$ cat config.mk
export PLATFORM = sky130hd
export DESIGN_NAME = reg_op_sequencer
export DESIGN_NICKNAME = d
export VERILOG_FILES = /design/src/rtl/reg_op_pkg.sv /design/src/rtl/seq_multiplier.sv /design/src/rtl/reg_op_sequencer.sv
export SDC_FILE = /design/constraint.sdc
export NUM_CORES = 1
export LEC_CHECK = 0
export BUFFER_PORTS_ARGS = -buffer_cell sky130_fd_sc_hd__buf_4
export CORE_ASPECT_RATIO = 1.5
export CORE_MARGIN = 8
export CORE_UTILIZATION = 55
export DETAILED_ROUTE_END_ITERATION = 16
export PLACE_DENSITY = 0.86
export RECOVER_POWER = 25
export SLEW_MARGIN = 20
export SYNTH_ARGS = -nofsm -noshare
export SYNTH_HDL_FRONTEND = slang
export SYNTH_HIERARCHICAL = 1
export SYNTH_SLANG_ARGS = --single-unit
$ cat constraint.sdc
create_clock -name clk -period 2.99 [get_ports clk]
set_input_delay 0.299 -clock clk [delete_from_list [all_inputs] [get_ports clk]]
set_output_delay 0.299 -clock clk [all_outputs]
set_load 0.005 [all_outputs]
$ cat src/rtl/reg_op_pkg.sv
// Shared types and constants for the register-operation sequencer:
// opcode encoding, FSM states and instruction field positions.
package reg_op_pkg;

    localparam int DATA_W     = 16;
    localparam int MUL_CYCLES = 16;
    localparam int IMM_W      = 8;

    localparam int OPC_LSB = 13;
    localparam int RD_LSB  = 11;
    localparam int RS1_LSB = 9;
    localparam int RS2_LSB = 7;
    localparam int IMM_LSB = 0;

    typedef enum logic [2:0] {
        OP_ADD = 3'b000,
        OP_SUB = 3'b001,
        OP_AND = 3'b010,
        OP_OR  = 3'b011,
        OP_MUL = 3'b100,
        OP_LI  = 3'b101,
        OP_SLT = 3'b110,
        OP_NOP = 3'b111
    } opcode_e;

    typedef enum logic [2:0] {
        S_IDLE,
        S_READ,
        S_EXEC,
        S_MUL,
        S_WB
    } state_e;

    function automatic opcode_e instr_opcode(input logic [15:0] i);
        return opcode_e'(i[OPC_LSB +: 3]);
    endfunction

    function automatic logic [1:0] instr_field2(input logic [15:0] i, input int lsb);
        return i[lsb +: 2];
    endfunction

endpackage

$ cat src/rtl/seq_multiplier.sv
// Signed shift-add multiplier: multiplies operand magnitudes over MUL_CYCLES
// iterations and applies the sign at the end, giving the low DATA_W product bits.
module seq_multiplier
    import reg_op_pkg::*;
(
    input  logic              clk,
    input  logic              reset,
    input  logic              start,
    input  logic [DATA_W-1:0] a,
    input  logic [DATA_W-1:0] b,
    output logic              done,
    output logic [DATA_W-1:0] product
);

    localparam int CNT_W = $clog2(MUL_CYCLES + 1);

    logic [DATA_W-1:0] acc_q, acc_d;
    logic [DATA_W-1:0] mcand_q, mcand_d;
    logic [DATA_W-1:0] mplier_q, mplier_d;
    logic [CNT_W-1:0]  count_q, count_d;
    logic              neg_q, neg_d;
    logic [DATA_W-1:0] a_abs, b_abs;

    assign a_abs = a[DATA_W-1] ? -a : a;
    assign b_abs = b[DATA_W-1] ? -b : b;

    // The first iteration happens on the load edge so the product is ready
    // in the last of the MUL_CYCLES cycles the sequencer spends waiting.
    always_comb begin
        acc_d    = acc_q;
        mcand_d  = mcand_q;
        mplier_d = mplier_q;
        count_d  = count_q;
        neg_d    = neg_q;
        if (start) begin
            acc_d    = b_abs[0] ? a_abs : '0;
            mcand_d  = a_abs << 1;
            mplier_d = b_abs >> 1;
            neg_d    = a[DATA_W-1] ^ b[DATA_W-1];
            count_d  = CNT_W'(1);
        end else if (count_q == CNT_W'(MUL_CYCLES)) begin
            count_d = '0;
        end else if (count_q != '0) begin
            acc_d    = acc_q + (mplier_q[0] ? mcand_q : '0);
            mcand_d  = mcand_q << 1;
            mplier_d = mplier_q >> 1;
            count_d  = count_q + CNT_W'(1);
        end
    end

    always_ff @(posedge clk) begin
        if (reset) begin
            acc_q    <= '0;
            mcand_q  <= '0;
            mplier_q <= '0;
            count_q  <= '0;
            neg_q    <= 1'b0;
        end else begin
            acc_q    <= acc_d;
            mcand_q  <= mcand_d;
            mplier_q <= mplier_d;
            count_q  <= count_d;
            neg_q    <= neg_d;
        end
    end

    assign done    = (count_q == CNT_W'(MUL_CYCLES));
    assign product = neg_q ? -acc_q : acc_q;

endmodule

$ cat src/rtl/reg_op_sequencer.sv
// Register-file requester: accepts one instruction, reads its operands,
// executes it (iterative multiply for MUL) and issues a single write-back.
module reg_op_sequencer
    import reg_op_pkg::*;
(
    input  logic              clk,
    input  logic              reset,
    input  logic              instr_valid,
    output logic              instr_ready,
    input  logic [15:0]       instr,
    output logic [1:0]        read_reg_index1,
    output logic [1:0]        read_reg_index2,
    input  logic [DATA_W-1:0] reg_read_1,
    input  logic [DATA_W-1:0] reg_read_2,
    output logic              write_enable,
    output logic [1:0]        write_reg_index,
    output logic [DATA_W-1:0] write_data,
    output logic              done,
    output logic              busy
);

    state_e            state_q, state_d;
    opcode_e           op_q, op_d;
    logic [1:0]        rd_q, rd_d;
    logic [IMM_W-1:0]  imm_q, imm_d;
    logic [1:0]        ridx1_q, ridx1_d, ridx2_q, ridx2_d;
    logic [DATA_W-1:0] opa_q, opa_d, opb_q, opb_d;
    logic              we_q, we_d, done_q, done_d, busy_q, busy_d, ready_q, ready_d;
    logic [1:0]        wri_q, wri_d;
    logic [DATA_W-1:0] wd_q, wd_d;
    logic [DATA_W-1:0] alu_result;
    logic              mul_start, mul_done;
    logic [DATA_W-1:0] mul_product;

    assign mul_start = (state_q == S_EXEC) && (op_q == OP_MUL);

    seq_multiplier u_mul (
        .clk     (clk),
        .reset   (reset),
        .start   (mul_start),
        .a       (opa_q),
        .b       (opb_q),
        .done    (mul_done),
        .product (mul_product)
    );

    always_comb begin
        case (op_q)
            OP_ADD:  alu_result = opa_q + opb_q;
            OP_SUB:  alu_result = opa_q - opb_q;
            OP_AND:  alu_result = opa_q & opb_q;
            OP_OR:   alu_result = opa_q | opb_q;
            OP_LI:   alu_result = {{(DATA_W-IMM_W){imm_q[IMM_W-1]}}, imm_q};
            OP_SLT:  alu_result = {{(DATA_W-1){1'b0}}, $signed(opa_q) < $signed(opb_q)};
            default: alu_result = '0;
        endcase
    end

    // NOTE: every *_d starts as its *_q so no path through the case leaves a
    // signal unassigned, which would otherwise infer a latch.
    always_comb begin
        state_d = state_q;
        op_d    = op_q;
        rd_d    = rd_q;
        imm_d   = imm_q;
        ridx1_d = ridx1_q;
        ridx2_d = ridx2_q;
        opa_d   = opa_q;
        opb_d   = opb_q;
        we_d    = 1'b0;
        done_d  = 1'b0;
        wri_d   = wri_q;
        wd_d    = wd_q;
        case (state_q)
            S_IDLE: if (instr_valid && ready_q) begin
                op_d    = instr_opcode(instr);
                rd_d    = instr_field2(instr, RD_LSB);
                imm_d   = instr[IMM_LSB +: IMM_W];
                ridx1_d = instr_field2(instr, RS1_LSB);
                ridx2_d = instr_field2(instr, RS2_LSB);
                state_d = S_READ;
            end
            S_READ: begin
                opa_d   = reg_read_1;
                opb_d   = reg_read_2;
                state_d = S_EXEC;
            end
            S_EXEC: if (op_q == OP_MUL) begin
                state_d = S_MUL;
            end else begin
                we_d    = (op_q != OP_NOP);
                done_d  = 1'b1;
                wri_d   = rd_q;
                wd_d    = alu_result;
                state_d = S_WB;
            end
            S_MUL: if (mul_done) begin
                we_d    = 1'b1;
                done_d  = 1'b1;
                wri_d   = rd_q;
                wd_d    = mul_product;
                state_d = S_WB;
            end
            S_WB:    state_d = S_IDLE;
            default: state_d = S_IDLE;
        endcase
        busy_d  = (state_d != S_IDLE);
        ready_d = (state_d == S_IDLE);
    end

    // NOTE: non-blocking assignments here so every flop samples pre-edge values.
    always_ff @(posedge clk) begin
        if (reset) begin
            state_q <= S_IDLE;
            op_q    <= OP_NOP;
            rd_q    <= '0;
            imm_q   <= '0;
            ridx1_q <= '0;
            ridx2_q <= '0;
            opa_q   <= '0;
            opb_q   <= '0;
            we_q    <= 1'b0;
            done_q  <= 1'b0;
            busy_q  <= 1'b0;
            ready_q <= 1'b1;
            wri_q   <= '0;
            wd_q    <= '0;
        end else begin
            state_q <= state_d;
            op_q    <= op_d;
            rd_q    <= rd_d;
            imm_q   <= imm_d;
            ridx1_q <= ridx1_d;
            ridx2_q <= ridx2_d;
            opa_q   <= opa_d;
            opb_q   <= opb_d;
            we_q    <= we_d;
            done_q  <= done_d;
            busy_q  <= busy_d;
            ready_q <= ready_d;
            wri_q   <= wri_d;
            wd_q    <= wd_d;
        end
    end

    assign instr_ready     = ready_q;
    assign busy            = busy_q;
    assign read_reg_index1 = ridx1_q;
    assign read_reg_index2 = ridx2_q;
    assign write_enable    = we_q;
    assign write_reg_index = wri_q;
    assign write_data      = wd_q;
    assign done            = done_q;

endmodule

; Word level (Yosys, flattened, before mapping)
; Index checks and enable logic that the tools add are counted.
[op_classes]
addsub = 7
n_lt_le_gt_ge = 1
n_eq_ne = 14
mux = 33
bitwise_logic = 3
reduce_logical = 14
[ops]
columns = operator, count
row1 = 2-to-1 mux 16 bit, 13
row2 = one-hot mux 16 bit (6 select lines), 1
row3 = negator 16 bit, 3
row4 = 2-to-1 mux 15 bit, 3
row5 = adder 16 bit, 2
row6 = one-hot mux 16 bit (2 select lines), 1
row7 = bitwise AND 16 bit, 1
row8 = < comparator 16 bit, 1
row9 = OR 16 bit, 1
row10 = subtractor 16 bit, 1
row11 = equality test 3 x 2 -> 1 bit (second input constant), 4
row12 = one-hot mux 3 bit (4 select lines), 1
row13 = equality test 3 bit (second input constant), 3
row14 = zero test 3 bit, 3
row15 = 2-to-1 mux 3 bit, 3
row16 = equality test 3 x 1 -> 1 bit (second input constant), 2
row17 = 2-to-1 mux 1 bit, 6
row18 = != test 2 bit (second input constant), 3
row19 = nonzero test 3 bit, 2
row20 = adder 5 x 1 -> 5 bit (second input constant), 1
row21 = equality test 5 bit (second input constant), 1
row22 = nonzero test 5 bit, 1
row23 = 2-to-1 mux 2 bit, 2
row24 = one-hot mux 1 bit (2 select lines), 2
row25 = other kinds (8), 11
[word_totals]
register_bits = 126
input_bits = 51
out_inout_bits = 26
wordCells = 92

; Longest topological paths before layout
[depth]
word_depth = 5
ltp_mapped = 12
depth_no_buf = 12

; Cells and area by module
; Netlist, hierarchy kept.
[by_module_without_submodules]
columns = mod, instances, cells_each, area_per_inst_um2
row1 = reg_op_sequencer, 1, 677, 5097.4
row2 = seq_multiplier, 1, 546, 3976.3

; Worst setup path before layout
; Ideal clock, no wire load.
[synth_path]
path_kind = reg-to-reg
startpoint = register u_mul.mplier_q[0]
endpoint = register u_mul.acc_q[13]
setup_time_ns = 0.092
arrival_time_ns = 2.463
slack_ns = 0.435
stages_incl_launch_ff = 12
period_less_slack_ns = 2.555
cell_sequence = dfxtp_1 > clkbuf_1 > and2_1 > ha_1 > inv_1 > fa_1 > nand2b_1 > a21oi_1 > o21ai_1 > or4_1 > and3_1 > o32ai_1
[synth_via]
elab_chain_len = 5
[synth_lines]
columns = item, line_no
row1 = start: declaration, seq_multiplier.sv:19  ; logic [DATA_W-1:0] mplier_q, mplier_d;
row2 = start signal: assignment, seq_multiplier.sv:61  ; mplier_q <= mplier_d;
row3 = 2-to-1 mux 16 bit, seq_multiplier.sv:44  ; acc_d = acc_q + (mplier_q[0] ? mcand_q : '0);
row4 = adder 16 bit, seq_multiplier.sv:44
row5 = 2-to-1 mux 16 bit, seq_multiplier.sv:43  ; end else if (count_q != '0) begin
row6 = 2-to-1 mux 16 bit, seq_multiplier.sv:41  ; end else if (count_q == CNT_W'(MUL_CYCLES)) begin
row7 = 2-to-1 mux 16 bit, seq_multiplier.sv:35  ; if (start) begin
row8 = end signal: assignment, seq_multiplier.sv:53  ; acc_q <= '0;
row9 = end signal: assignment, seq_multiplier.sv:59  ; acc_q <= acc_d;
row10 = end: declaration, seq_multiplier.sv:17  ; logic [DATA_W-1:0] acc_q, acc_d;
; No other way between the ends. The select of a mux whose other input is x is not followed.
; A chain may end at the register's enable or synchronous reset.

; Worst setup path after layout
[layout_path]
startpoint = register opa_q[0]
endpoint = register wd_q[14] (netlist: write_data[14])
[layout_via]
elab_chain_len = 4
[layout_lines]
columns = item, line_no
row1 = start: declaration, reg_op_sequencer.sv:27  ; logic [DATA_W-1:0] opa_q, opa_d, opb_q, opb_d;
row2 = start signal: assignment, reg_op_sequencer.sv:135  ; opa_q <= opa_d;
row3 = subtractor 16 bit or adder 16 bit (tied branches), "reg_op_sequencer.sv:50, reg_op_sequencer.sv:49"
row4 = one-hot mux 16 bit (6 select lines) (*), reg_op_sequencer.sv:48  ; case (op_q)
row5 = 2-to-1 mux 16 bit (*), reg_op_sequencer.sv:88  ; S_EXEC: if (op_q == OP_MUL) begin
row6 = one-hot mux 16 bit (2 select lines) (*), reg_op_sequencer.sv:74  ; case (state_q)
row7 = end signal: assignment, reg_op_sequencer.sv:142  ; wd_q <= wd_d;
row8 = end: declaration, reg_op_sequencer.sv:30  ; logic [DATA_W-1:0] wd_q, wd_d;
; Mark *: on every way between the ends. The rest lies on a longest branch, timed or not. The select of a mux whose other input is x is not followed.

==> impl_results.md <==
* GRT Residual Overflow at 0
* Initial DRC Count at 1,192
* RePlAce Congestion at 1.012
* Failing checks: capacitance limit, slew limit
* Relative slew slack at -0.05807
* F_max at 0.3592 GHz
* Initial antenna violation count at 0
* Post-synthesis sequential area ratio at 0.2758
* Syn Nets at 1,349
* Io pins at 77
* Die width at 120.9 um
* # setup viols final at 0
* DP Wirelength at 23,660 um
* Core ar. at 16,190 um^2
* Synth cell types at 78
* Clock-pin slew on the worst setup and hold paths at 0.06 ns
* CTS Root Cell: clkbuf_16
* Design area at 10,630 um^2
* Worst slack, placed at 0.1244 ns
* DP Area at 10,040 um^2
* Nets at 1,431
* Longest Clk Path Bufs at 2
* H-tree levels at 4
* Sink Count at 125
* Max_cap viols at 1
* Largest net degree at the start of global routing at 42
* Worst path cell trace: inv_1, ha_1, inv_1, fa_2, a21oi_4, o221ai_2, a311oi_4, o21ai_2, xnor2_1, a2111oi_1, a2111oi_1
* Syn Std Cell Area at 9074 um^2
* Final WL at 31,620 um
* Leakage power total at 4.185 nW
* Ys async rst share at 0
* CP top delay family: compound AO/OA/AOI/OAI gates
* Crit end category: flip-flop
* Post-Synth XOR/XNOR Area at 0.06467
* Final period utilization at 0.9311
* Final WS setup at 0.2059 ns
* Antenna diodes at 0
* Synth Flop Type: dfxtp_1
* Gr usage total at 0.3022
* Starting Density at 0.5605
* Flip-flop and latch area at 2506 um^2
* WS Path Type: flip-flop to flip-flop
* Slowest cell on crit path: a2111oi_1
* Critical Path AT at 3.06 ns
* Synth area leader: dfxtp_1
* Maximum VDD drop at 0.0003937 V
* Slew @ Worst Pin at 1.587 ns
* Antenna Nets Post-Route at 0
* Design Power at 5.578 mW
* Vias at 9,555
* Number of enable flip-flop cells after synthesis at 0
* Largest family of logic cells by synthesized area: compound AO/OA/AOI/OAI gates
* Crit Path Max Fanout at 7
* Area growth syn-to-layout at 17.15%
* Fin cells at 1,523
* CP Buf/Inv Count at 2
* Final setup skew at 0.01001 ns
* Ranking of synthesized cells by area: dfxtp_1, ha_1, nand2_1
* Final Core Density at 0.6566
* Post-Synth Adder-Cell Area at 0.1059
* Row count at 57
* Simple logic cell fraction of the synthesized area at 0.2315
* CP peak stage delay at 0.46 ns
* # hold bufs at CTS at 0
* Endpoints failing hold at 0
* Yosys Warn Count at 6
* # DRC at 0
* Startpoint Class: flip-flop
* Clock latency on the worst-skew pair at 0.44 ns
* Synth top area share at 0.2758
* Worst Hold Class: primary input to flip-flop
* Synth Register Bits at 125
* Wire per inst at 20.76 um
* Clock buffer count from CTS at 17
* Post-Place Cells at 1,491
* Layout cells sized above 1 at 0.1435
* Die area at 20,950 um^2
* Final min period at 2.784 ns
* Port bufs at 76
* Overall die height at 173.3 um
* Vias in the first global route at 9,418
* Synth Instances at 1,223
* Fill cells at 1,419
* Critical Path RT at 3.26 ns
* Fin. max-slew vios at 33
* CTS tree: done
* Syn Area/Cell at 7.419 um^2
* Multiplexer area fraction after synthesis at 0.009928
* Total power per unit cell area at 524.8 nW/um^2
* Multi-input logic area at 6030 um^2
* Vias/cell at 6.274
* Run status: finished, violations left
* Router iterations before antenna repair at 7
* First-pass GRT wire length at 49,900 um
* Synth Area in Compound Gates at 0.2500
==> cell usage in the layout, fill, tap and decap left out, types with 12 or more instances in the layout <==
| cell | netlist | final |
|---|---|---|
| dfxtp_1 | 125 | 122 |
| clkbuf_16 | 0 | 17 |
| or3_1 | 13 | 13 |
| a21oi_1 | 143 | 143 |
| and3_1 | 21 | 21 |
| a211oi_1 | 22 | 22 |
| o31ai_1 | 12 | 12 |
| xnor2_1 | 44 | 44 |
| nand2b_1 | 15 | 15 |
| clkbuf_4 | 0 | 17 |
| o21ai_0 | 49 | 49 |
| nor2_1 | 85 | 85 |
| nand2_1 | 216 | 216 |
| ha_1 | 72 | 72 |
| and2_1 | 18 | 18 |
| buf_4 | 4 | 110 |
| xor2_1 | 23 | 23 |
| o21ai_1 | 13 | 13 |
| nor3_1 | 30 | 29 |
| inv_1 | 60 | 60 |
| nand3_1 | 14 | 14 |
==> Yosys cell counts, types with 9 or more instances <==
library cell,number
mux2i_1,9
and2_1,18
o21ai_0,49
o211ai_1,11
inv_1,60
xnor2_1,44
nand2b_1,15
o31ai_1,12
and3_1,21
nor3_1,30
nand4_1,11
nand2_1,216
xor2_1,23
a31oi_1,11
a221oi_1,10
o21ai_1,13
dfxtp_1,125
nand3_1,14
ha_1,72
nor2_1,85
o21bai_1,11
or3_1,13
clkbuf_1,51
a211oi_1,22
buf_2,13
a21oi_1,143
==> logic make-up (layout without fill, tap and decap cells) <==
group,count (synthesis),in the layout
and+or+nand+nor,457,457
AOI/OAI and AO/OA,352,352
buffers and inverters,138,232
DFF,125,125
adders and majority gates,75,75
xor gates and xnor gates,67,67
muxes,9,9
==> path summary, 6_finish.rpt <==
kind / startpoint / endpoint / slack, ns / depth (start not counted)
worst max-delay path: opa_q[0] / write_data[14] / 0.21 / 11
worst max register to register: opa_q[0] / write_data[14] / 0.21 / 11
worst min register to register: write_data[2] / write_data[2] / 0.45 / 2
worst min-delay path: instr[13] / op_q[0] / 0.08 / 2
==> area by class of cell <==
type,instances,share of cell area
multi-input cells,960,0.5672
flip-flops and latches,125,0.2358
repair buffers,137,0.09322
clock buffers,19,0.04167
well taps,206,0.02425
inverters,64,0.02260
clock inverters,12,0.01530
==> power breakdown <==
group	switching [mW]	internal, mW
clock network	0.823	1.33
registers	0.0967	1.76
logic	0.961	0.601
total	1.88	3.70
==> routing by layer <==
metal	routed length [um]	GRT usage	up-vias	share of wire
met1	11300	0.3263	4440	0.36
met5	0	0	-	0
met2	15360	0.5059	533	0.49
met3	2413	0.04923	147	0.076
li1	-	-	4435	-
met4	2552	0.2462	0	0.081
==> sequential cells by signal, indices dropped and copies added (netlist names), 2 cells and up <==
name / cells
opa_q: 16
rd_q: 2
read_reg_index2: 2
write_reg_index: 2
imm_q: 7
u_mul/acc_q: 16
u_mul/count_q: 5
state_q: 3
read_reg_index1: 2
u_mul/mplier_q: 15
u_mul/mcand_q: 15
opb_q: 16
write_data: 16
op_q: 3
==> what timing repair did <==
action / 4_1_cts / 5_1_grt
resized for setup: 0 / 7
setup endpoints to repair: 0 / 6
setup buffers: 0 / 1
==> stage by stage <==
stage,setup TNS (ns),hold WS [ns]
3_5_place_dp,0,0.4461
5_1_grt,-0.007686,0.08192
4_1_cts,0,0.06564
6_report,0,0.07852
2_1_floorplan,0,0.4168
3_3_place_gp,0,0.4401
No activity file was read; power rests on OpenSTA's default activity.
